[config.mk]
export PLATFORM = sky130hd
export DESIGN_NAME = fdivsqrt_wbbuf
export DESIGN_NICKNAME = d
export VERILOG_FILES = /design/src/rtl/fdivsqrt_wbbuf.sv
export SDC_FILE = /design/constraint.sdc
export NUM_CORES = 1
export LEC_CHECK = 0
export BUFFER_PORTS_ARGS = -buffer_cell sky130_fd_sc_hd__buf_2
export CAP_MARGIN = 15
export CORE_UTILIZATION = 30
export CTS_BUF_LIST = sky130_fd_sc_hd__clkbuf_16
export DETAILED_ROUTE_END_ITERATION = 6
export PLACE_DENSITY = 0.63
export SLEW_MARGIN = 20
export SYNTH_ARGS = -nofsm -noshare
export SYNTH_HDL_FRONTEND = slang
export SYNTH_SLANG_ARGS = --single-unit
[constraint.sdc]
create_clock -name clk -period 8.9 [get_ports clk]
set_input_delay 0.89 -clock clk [delete_from_list [all_inputs] [get_ports clk]]
set_output_delay 0.89 -clock clk [all_outputs]
set_load 0.05 [all_outputs]
[src/rtl/fdivsqrt_wbbuf.sv]
// Writeback result buffer behind the divide/sqrt FSM: captures one entry per DONE episode
// and presents the entries in FIFO order to the writeback arbiter.
module fdivsqrt_wbbuf #(
   parameter  int FLEN  = 64,
   parameter  int XLEN  = 64,
   parameter  int DEPTH = 2,
   localparam int RW    = (FLEN > XLEN) ? FLEN : XLEN,
   localparam int PW    = $clog2(DEPTH),
   localparam int CW    = PW + 1
) (
   input  logic            clk,
   input  logic            reset,
   input  logic            DoneE,
   input  logic [FLEN-1:0] FResE,
   input  logic [XLEN-1:0] IResE,
   input  logic [4:0]      FlagsE,
   input  logic [4:0]      RdE,
   input  logic            IntDivE,
   input  logic            FlushBuf,
   input  logic            WbGnt,
   output logic            WbValid,
   output logic [RW-1:0]   WbRes,
   output logic [4:0]      WbFlags,
   output logic [4:0]      WbRd,
   output logic            WbInt,
   output logic            BufFull,
   output logic [CW-1:0]   Count
);

   // Handshake: the head transfers on a cycle where WbValid and WbGnt are both high;
   // WbGnt without WbValid is ignored, and the head is stable while WbValid & ~WbGnt.
   logic [PW-1:0] wr_ptr_q, wr_ptr_d;
   logic [PW-1:0] rd_ptr_q, rd_ptr_d;
   logic [CW-1:0] count_q, count_d;
   logic          captured_q, captured_d;

   logic [RW-1:0] res_q   [DEPTH];
   logic [RW-1:0] res_d   [DEPTH];
   logic [4:0]    flags_q [DEPTH];
   logic [4:0]    flags_d [DEPTH];
   logic [4:0]    rd_q    [DEPTH];
   logic [4:0]    rd_d    [DEPTH];
   logic          int_q   [DEPTH];
   logic          int_d   [DEPTH];

   logic          wb_valid;
   logic          buf_full;
   logic          push;
   logic          pop;
   logic [RW-1:0] new_res;
   logic [4:0]    new_flags;

   always_comb begin
      wb_valid  = (count_q != '0);
      buf_full  = (count_q == CW'(DEPTH));
      pop       = wb_valid & WbGnt & ~FlushBuf;
      // A pop in the same cycle frees the slot, so a full buffer can still accept.
      push      = DoneE & ~captured_q & (~buf_full | (wb_valid & WbGnt)) & ~FlushBuf;
      new_res   = IntDivE ? RW'(IResE) : RW'(FResE);
      new_flags = IntDivE ? 5'b0 : FlagsE;
   end

   always_comb begin
      wr_ptr_d   = wr_ptr_q;
      rd_ptr_d   = rd_ptr_q;
      count_d    = count_q;
      captured_d = captured_q;
      if (FlushBuf) begin
         wr_ptr_d   = '0;
         rd_ptr_d   = '0;
         count_d    = '0;
         // An in-progress DONE episode is dropped, not captured after the flush.
         captured_d = DoneE;
      end else begin
         if (push) wr_ptr_d = wr_ptr_q + PW'(1);
         if (pop)  rd_ptr_d = rd_ptr_q + PW'(1);
         case ({push, pop})
            2'b10:   count_d = count_q + CW'(1);
            2'b01:   count_d = count_q - CW'(1);
            default: count_d = count_q;
         endcase
         if (!DoneE)    captured_d = 1'b0;
         else if (push) captured_d = 1'b1;
      end
   end

   always_comb begin
      res_d   = res_q;
      flags_d = flags_q;
      rd_d    = rd_q;
      int_d   = int_q;
      if (push) begin
         res_d[wr_ptr_q]   = new_res;
         flags_d[wr_ptr_q] = new_flags;
         rd_d[wr_ptr_q]    = RdE;
         int_d[wr_ptr_q]   = IntDivE;
      end
   end

   always_ff @(posedge clk or negedge reset) begin
      if (!reset) begin
         wr_ptr_q   <= '0;
         rd_ptr_q   <= '0;
         count_q    <= '0;
         captured_q <= 1'b0;
      end else begin
         wr_ptr_q   <= wr_ptr_d;
         rd_ptr_q   <= rd_ptr_d;
         count_q    <= count_d;
         captured_q <= captured_d;
      end
   end

   // Entry storage carries no reset; outputs are gated while the buffer is empty.
   always_ff @(posedge clk) begin
      res_q   <= res_d;
      flags_q <= flags_d;
      rd_q    <= rd_d;
      int_q   <= int_d;
   end

   always_comb begin
      WbValid = wb_valid;
      BufFull = buf_full;
      Count   = count_q;
      WbRes   = wb_valid ? res_q[rd_ptr_q]   : '0;
      WbFlags = wb_valid ? flags_q[rd_ptr_q] : '0;
      WbRd    = wb_valid ? rd_q[rd_ptr_q]    : '0;
      WbInt   = wb_valid ? int_q[rd_ptr_q]   : 1'b0;
   end

endmodule

==> qor.txt, run 1 <==
status -> finished, violations left
failing checks -> DRC
Crit. End Element -> output port
Flop pwr share -> 49.8%
sequential area share after synthesis -> 68.2%
Pwr Density -> 193 nW/um^2
average cell area after synthesis -> 16.0 sq um
clock slew at reported path FFs -> 0.06 ns
die area -> 23200 sq um
Worst Skew -> 0.00590 ns
Setup Crit Path Kind -> reg -> out
GRT overflow -> 0
type of the most critical hold path -> in -> async
Seq. cell area -> 4630 sq um
cts repair resizes -> 0
RSZ-0062 raised after global routing -> no
Layout Nets -> 789
clock power share -> 38.5%
clock insertion delay at the later pin of the skew report -> 0.41 ns
most common cell after layout, fill and taps aside -> buf_2
initial antenna violation count -> 0
yosys warns -> 0
Die Width -> 152 um
post-route insts no fill -> 936
Final Setup Violations -> 0
gr usage total -> 12.5%
core area -> 22000 sq um
fin area -> 8630 sq um
DRT iter0 DRCs -> 178
routed via count -> 4162
cell count after placement -> 906
final hold slack -> 0.299 ns
CTS sink cnt -> 155
Avg WL per Cell -> 15.0 um
WP data required -> 8.01 ns
Min Clock Period, post-route -> 3.46 ns
P_sw -> 397 uW
global-route wire length before repair -> 22100 um
GP Congestion -> 0.683
Initial Util -> 30.8%
total power after layout -> 1.67 mW
layout cell share with drive strength beyond 1 -> 48.8%
Worst Tran Pin Value -> 1.01 ns
synthesized area -> 6790 sq um
CP max FO -> 57
Fin. Hold Viols -> 0
HPWL Detailed -> 8840 um
Post-CTS Hold Buffers -> 0
P&R area growth vs syn -> 27.2%
critical path buffer and inverter count -> 2
relative slew slack -> 32.4%
critical path's largest stage delay -> 0.86 ns
CTS Buf Count -> 17
Max Fclk -> 289 MHz
WL final -> 14100 um
Slowest cell on crit path -> buf_4
vias per cell -> 4.45
H-tree Lvls -> 4
Die Y -> 152 um
CTS tree -> yes
Final Max Tran Viols -> 0
worst IR drop on VDD -> 0.113 mV
I/O Pins -> 223
internal power -> 1.27 mW
area of the multi-input gates -> 1970 sq um
placed cell areas -> 8120 sq um
Max Cap Viol -> 0
vias in the first global route -> 4243
Gate power share -> 11.7%
DRC -> 14
net switching share of the total power -> 23.8%
pre-CTS setup slack -> 5.76 ns
data arrival time of the worst path -> 2.57 ns
CP cell instances -> buf_4, mux2i_1, nor2_1, buf_2
Setup TNS Final -> 0 ns
share of the core filled with cells -> 39.2%
# rows -> 54
syn_nets -> 568
clk root buf -> clkbuf_16
Clock Path Buffers -> 2
CP top delay family -> buffers and inverters
Fill cells -> 2115
IO buf count -> 222
largest net degree at the start of global routing -> 78
Netlist cell types -> 28
flops & latches, synth -> 155
drt first pass iters -> 6
Worst Setup Slack, final -> 5.44 ns
Setup Fix Bufs, Post-CTS -> 0
antenna fix cells -> 0
period utilization -> 38.9%
Cells after Synth -> 424
antenna viol nets, final -> 0
Leak -> 3.35 nW
most frequent cells in the layout -> buf_2, edfxtp_1, nor2_1
CP startpoint kind -> flop
## cell usage after synthesis (all sizes together)
cell / n / area [sq um]
inv: 2 / 7.51
a21oi: 2 / 10.0
clkbuf: 1 / 5.00
nor2: 79 / 299
edfxtp: 150 / 4500
o21ai: 2 / 13.8
nor3b: 1 / 7.51
and3: 1 / 6.26
nor4: 1 / 12.5
o41a: 1 / 11.3
dfrtp: 5 / 125
nor2b: 7 / 43.8
a211oi: 2 / 15.0
mux2: 65 / 751
mux2i: 75 / 751
nand2b: 2 / 12.5
xor2: 1 / 8.76
and2b: 1 / 7.51
nor3: 1 / 5.00
buf: 25 / 193
## worst reg2reg max path: stages, from the launching register on
cell     delay, ns
dfrtp_4       0.65
buf_4         0.86
xor2_1        0.23
nor2_1        0.08
## final timing paths
path / start / end / slack, ns / depth (start not counted)
setup reg to reg: rd_ptr_q / rd_ptr_q / 6.96 / 3
min in group clk: captured_q / captured_q / 0.51 / 1
setup / recovery: rd_ptr_q / WbRes[61] / 5.44 / 4
hold / removal: reset / captured_q / 0.30 / 1
hold reg to reg: captured_q / captured_q / 0.51 / 1
max in group asynchronous: reset / rd_ptr_q / 8.43 / 1
## power by group through the flow
stage          sequential, mW  clock (mW)  combinational (mW)
2_1_floorplan           0.846           0               0.138
3_3_place_gp            0.846           0               0.197
3_5_place_dp            0.847           0               0.199
4_1_cts                 0.831       0.669               0.200
5_1_grt                 0.833       0.689               0.212
6_report                0.831       0.643               0.196
## sequential cells by signal (all words and copies together), names as in the netlist
signal / flops
flags_q: 10
int_q: 2
rd_q: 10
Count: 2
rd_ptr_q: 1
captured_q: 1
res_q: 128
wr_ptr_q: 1
## logic make-up after synthesis
logic type	count (synthesis)	share of synthesized area [%]
flip-flops	155	68.2
multiplexers	140	22.1
AND/OR/NAND/NOR	93	5.81
buffers and inverters	28	3.02
AO/OA/AOI/OAI	7	0.737
XOR/XNOR	1	0.129
## layout make-up
cell class              instances  share of cell area [%]
clock buffers                  17                    4.93
clock inverters                13                    1.04
inverters                       2                  0.0869
multi-input cells             241                    22.8
flip-flops and latches        155                    53.7
well taps                     280                    4.06
repair buffers                228                    13.4
## per-layer routing
layer | routed length [um] | track usage, % | vias to the layer above | share of wire (%)
li1 | - | - | 2011 | -
met1 | 5850 | 14.4 | 2002 | 42
met2 | 7190 | 22.2 | 137 | 51
met3 | 864 | 3.53 | 12 | 6.1
met4 | 148 | 4.33 | 0 | 1.1
met5 | 0 | 0 | - | 0
Power figures use the tool's default switching activity.
==> run 2: changes to the inputs <==
clock period = 3.4 ns   (was 8.9 ns; I/O delays follow)
==> run 2 against run 1 <==
Net effect: the flow still finishes with violations (DRC); hold slack worse by 0.18 ns; clock skew is 0.0032 ns higher; clock power grew to 2.8 times the previous value; core utilization is 0.49 points higher; setup slack worse by 4.6 ns; non-clock buffer count is 3 higher; routed wire length is 2.9% lower; critical path depth stayed put; via count is 0.82% lower; critical path type unchanged; largest power group unchanged.
==> qor.txt, run 2 (same netlist as run 1, synthesis figures left out) <==
Final Max Tran Viols -> 0 (unchanged)
total power after layout -> 4.51 mW (was 1.67 mW)
period utilization -> 74.2%
Clock Path Buffers -> 2 (unchanged)
Die Width -> 152 um (unchanged)
clock slew at reported path FFs -> 0.06 ns (about the same)
core area -> 22000 sq um (unchanged)
failing checks -> DRC (unchanged)
# rows -> 54 (unchanged)
Post-CTS Hold Buffers -> 1 (was 0)
Crit. End Element -> output port (unchanged)
CP max FO -> 34 (was 57)
HPWL Detailed -> 9210 um (was 8840 um)
gr usage total -> 12.0% (was 12.5%)
Setup TNS Final -> 0 ns (unchanged)
most common cell after layout, fill and taps aside -> buf_2 (unchanged)
IO buf count -> 222 (unchanged)
relative slew slack -> 36.4% (was 32.4%)
Avg WL per Cell -> 14.5 um (was 15.0 um)
status -> finished, violations left (unchanged)
WL final -> 13600 um (was 14100 um)
die area -> 23200 sq um (unchanged)
Max Fclk -> 397 MHz
Setup Fix Bufs, Post-CTS -> 0 (unchanged)
CTS Buf Count -> 17 (unchanged)
CTS tree -> yes (unchanged)
Worst Hold Depth -> 1
CP startpoint kind -> flop (unchanged)
antenna viol nets, final -> 0 (unchanged)
RSZ-0062 raised after global routing -> no (unchanged)
antenna fix cells -> 0 (unchanged)
biggest regs -> res_q: 128 flops, flags_q: 10 flops, rd_q: 10 flops (unchanged)
clk root buf -> clkbuf_16 (unchanged)
P&R area growth vs syn -> 28.8% (was 27.2%)
Leak -> 3.39 nW (was 3.35 nW)
type of the most critical hold path -> in -> reg (was in -> async)
Endpoint, Worst Hold -> rd_q[0]
DRT iter0 DRCs -> 171 (was 178)
H-tree Lvls -> 4 (unchanged)
setup slack, reg-to-reg -> 1.47 ns (was 6.96 ns)
Pwr Density -> 516 nW/um^2 (was 193 nW/um^2)
Setup Crit Path Kind -> reg -> out (unchanged)
max reg flops -> 128 (unchanged)
layout cell share with drive strength beyond 1 -> 50.2% (was 48.8%)
Critical R2R Capture -> res_q[42] (was rd_ptr_q)
reg2reg path depth -> 4 (was 3)
Final Setup Violations -> 0 (unchanged)
data arrival time of the worst path -> 2.18 ns (was 2.57 ns)
reg2reg start -> Count[0] (was rd_ptr_q)
Worst Tran Pin Value -> 0.955 ns (was 1.01 ns)
DRC -> 12 (was 14)
Worst Skew -> 0.00913 ns (was 0.00590 ns)
Hold Crit Start -> RdE[0]
clock insertion delay at the later pin of the skew report -> 0.41 ns (about the same)
WP data required -> 3.06 ns (was 8.01 ns)
Max Cap Viol -> 0 (unchanged)
I/O Pins -> 223 (unchanged)
most frequent cells in the layout -> buf_2, edfxtp_1, nor2_1 (unchanged)
Top reg by flops -> res_q (unchanged)
global-route wire length before repair -> 21400 um (was 22100 um)
vias in the first global route -> 4158 (was 4243)
cts repair resizes -> 0 (unchanged)
Initial Util -> 30.8% (unchanged)
GRT overflow -> 0 (unchanged)
CTS sink cnt -> 155 (unchanged)
vias per cell -> 4.39 (was 4.45)
Fin. Hold Viols -> 0 (unchanged)
largest net degree at the start of global routing -> 72 (was 78)
Layout Nets -> 792 (was 789)
initial antenna violation count -> 0 (unchanged)
GP Congestion -> 0.707 (was 0.683)
Min Clock Period, post-route -> 2.52 ns
Die Y -> 152 um (unchanged)
drt first pass iters -> 6 (unchanged)
routed via count -> 4128 (was 4162)
worst IR drop on VDD -> 0.302 mV (was 0.113 mV)
-- run 2: final cells by class --
type | count | area [sq um]
clock inverters | 15 | 148
clock buffers | 17 | 425
inverters | 2 | 7.51
multi-input cells | 241 | 1980
well taps | 280 | 350
flip-flops and latches | 155 | 4630
fillers | 2107 | 13300
repair buffers | 231 | 1200
-- run 2: per-layer routing --
layer	share of wire (%)	global-route usage, %
met4	1.6	5.15
met1	43	14.3
met2	50	20.7
met5	0	0
met3	5.4	2.87
-- run 2: metrics by stage --
step                      std cells  util [%]  cell area, sq um  hold slack [ns]  worst slack [ns]
after floorplan                 424         -              6810           0.0444           0.00718
after global routing            941      39.7              8740           0.0983             0.715
after CTS                       941      39.7              8740           0.0896             0.826
after global placement          908      37.0              8160            0.165              1.32
final                           941      39.7              8740            0.121             0.878
after detailed placement        908      37.0              8160            0.163              1.29
-- run 2: worst max-delay path, stage by stage (launching register included) --
cell	delay, ns
dfrtp_4	0.82
buf_4	0.39
mux2i_1	0.23
nor2_1	0.05
buf_2	0.23
-- run 2: worst max-delay path by stage --
| stage | cells after the start | end | startpoint |
|---|---|---|---|
| floorplan | 3 | flags_q[0] | Count[0] |
| detailed placement | 4 | WbRes[41] | rd_ptr_q |
| global route | 4 | WbRes[39] | rd_ptr_q |
| global placement | 4 | WbRes[33] | rd_ptr_q |
| CTS | 4 | WbRes[41] | rd_ptr_q |
| finish | 4 | WbRes[41] | rd_ptr_q |
-- run 2: power by group --
group          leakage (nW)  internal, mW  switching [mW]
registers              1.43          2.16          0.0232
clock network         0.279          1.08           0.740
logic                  1.68         0.199           0.310
total                  3.39          3.43            1.07
==> run 3: changes to the inputs <==
PLACE_DENSITY = 0.65   (was 0.63)
clock period = 2.1 ns   (was 3.4 ns; I/O delays follow)
==> run 3 against run 2 <==
Net effect: critical endpoint is now WbRes[56]; sequential power increased by 61%; critical path depth unchanged; global-route usage increased by 0.35 points; die area unchanged; the run still ends with DRC left; hold slack got worse by 0.069 ns; largest power group unchanged; clock-buffer cell count unchanged; via count increased by 0.68%; power increased by 62%; sequential share of layout area decreased by 0.88 points; routed wire length increased by 0.86%; register-to-register slack got worse by 1.1 ns; clock power increased by 60%.
==> qor.txt, run 3 (same netlist as run 1, synthesis figures left out) <==
failing checks -> DRC (unchanged)
Die Y -> 152 um (unchanged)
Die Width -> 152 um (unchanged)
HPWL Detailed -> 8950 um (was 9210 um)
P&R area growth vs syn -> 31.0% (was 28.8%)
I/O Pins -> 223 (unchanged)
Crit. End Element -> output port (unchanged)
CTS Buf Count -> 17 (unchanged)
most frequent cells in the layout -> buf_2, edfxtp_1, nor2_1 (unchanged)
Final Setup Violations -> 0 (unchanged)
global-route wire length before repair -> 21900 um (was 21400 um)
drt first pass iters -> 7 (was 6)
CP cell instances -> buf_12, mux2i_1, nor2_1, buf_2 (was buf_4, mux2i_1, nor2_1, buf_2)
RSZ-0062 raised after global routing -> no (unchanged)
initial antenna violation count -> 0 (unchanged)
period utilization -> 93.2%
most common cell after layout, fill and taps aside -> buf_2 (unchanged)
Slowest cell on crit path -> dfrtp_4 (unchanged)
layout cell share with drive strength beyond 1 -> 49.8% (was 50.2%)
GRT overflow -> 0 (unchanged)
DRC -> 11 (was 12)
critical path buffer and inverter count -> 2 (unchanged)
Max Fclk -> 511 MHz
largest net degree at the start of global routing -> 72 (unchanged)
Layout Nets -> 798 (was 792)
Worst Skew -> 0.00642 ns (was 0.00913 ns)
max reg flops -> 128 (unchanged)
fin area -> 8890 sq um (was 8740 sq um)
antenna fix cells -> 0 (unchanged)
WP data required -> 1.89 ns (was 3.06 ns)
Min Clock Period, post-route -> 1.96 ns
critical path's largest stage delay -> 0.47 ns (was 0.82 ns)
placed cell areas -> 8270 sq um (was 8160 sq um)
Final Max Tran Viols -> 0 (unchanged)
antenna viol nets, final -> 0 (unchanged)
H-tree Lvls -> 4 (unchanged)
Initial Util -> 30.8% (unchanged)
GP Congestion -> 0.704 (was 0.707)
Fill cells -> 2080 (was 2107)
worst IR drop on VDD -> 0.492 mV (was 0.302 mV)
clk root buf -> clkbuf_16 (unchanged)
CP max FO -> 44 (was 34)
data arrival time of the worst path -> 1.75 ns (was 2.18 ns)
Max Cap Viol -> 0 (unchanged)
IO buf count -> 222 (unchanged)
status -> finished, violations left (unchanged)
clock slew at reported path FFs -> 0.06 ns (about the same)
routed via count -> 4156 (was 4128)
WL final -> 13800 um (was 13600 um)
CP startpoint kind -> flop (unchanged)
biggest regs -> res_q: 128 flops, flags_q: 10 flops, rd_q: 10 flops (unchanged)
vias in the first global route -> 4285 (was 4158)
Fin. Hold Viols -> 0 (unchanged)
clock insertion delay at the later pin of the skew report -> 0.41 ns (about the same)
Pwr Density -> 821 nW/um^2 (was 516 nW/um^2)
relative slew slack -> 73.7% (was 36.4%)
Clock Path Buffers -> 2 (unchanged)
post-route insts no fill -> 947 (was 941)
Setup Fix Bufs, Post-CTS -> 0 (unchanged)
Setup Crit Path Kind -> reg -> out (unchanged)
CTS sink cnt -> 155 (unchanged)
core area -> 22000 sq um (unchanged)
vias per cell -> 4.39 (about the same)
Avg WL per Cell -> 14.5 um (about the same)
type of the most critical hold path -> in -> reg (unchanged)
cell count after placement -> 909 (was 908)
Top reg by flops -> res_q (unchanged)
Leak -> 3.45 nW (was 3.39 nW)
# rows -> 54 (unchanged)
Worst Tran Pin Value -> 0.395 ns (was 0.955 ns)
die area -> 23200 sq um (unchanged)
CTS tree -> yes (unchanged)
CP top delay family -> buffers and inverters (was flip-flops)
gr usage total -> 12.3% (was 12.0%)
DRT iter0 DRCs -> 173 (was 171)
## run 3: through the flow
step	worst slack [ns]	TNS [ns]	utilization, %	hold WS [ns]	power (mW)
6_report	0.143	0	40.4	0.0517	7.30
5_1_grt	0.0112	0	40.4	0.0207	7.60
4_1_cts	0.0501	0	40.4	0.0239	7.42
3_5_place_dp	0.382	0	37.6	0.0355	4.45
3_3_place_gp	0.412	0	37.6	0.0365	4.44
2_1_floorplan	-1.10	-154.20	-	-0.0856	4.17
## run 3: final cells by class
type	count	area, sq um	share of cell area (%)
flip-flops and latches	155	4640	52.1
well taps	280	350	3.94
inverters	2	7.51	0.0844
repair buffers	237	1350	15.1
clock inverters	15	134	1.51
multi-input cells	241	2000	22.5
clock buffers	17	425	4.78
## run 3: final timing paths
check | startpoint | end | slack, ns | cells past startpoint
setup / recovery | rd_ptr_q | WbRes[56] | 0.14 | 4
hold reg to reg | captured_q | captured_q | 0.53 | 1
setup reg to reg | captured_q | res_q[41] | 0.38 | 4
min in group asynchronous | reset | Count[0] | 0.15 | 2
hold / removal | DoneE | captured_q | 0.05 | 2
max in group asynchronous | reset | rd_ptr_q | 1.80 | 2
## run 3: worst register-to-register path, stage by stage, from the launching register on
cell and delay [ns]:
dfrtp_1 0.37, and2b_1 0.30, o21ai_4 0.12, nor3b_4 0.30, buf_12 0.28
## run 3: metal layers
layer | vias up | track usage (%) | share of wire [%]
li1 | 2031 | - | -
met1 | 1982 | 13.8 | 42
met2 | 133 | 22.3 | 51
met3 | 10 | 3.81 | 5.2
met4 | 0 | 4.18 | 1.1
met5 | - | 0 | 0
## run 3: where the power goes
group          switching (mW)  total [mW]  internal [mW]
Clock                    1.19        2.92           1.73
Sequential             0.0212        3.51           3.49
Combinational           0.527       0.871          0.344
Total                    1.74        7.30           5.56
## run 3: timing repair
| item | in CTS | in global routing |
|---|---|---|
| gates resized for setup | 0 | 1 |
| setup endpoints to repair | 0 | 2 |
| hold buffers | 6 | 0 |
| hold endpoints to repair | 15 | 0 |
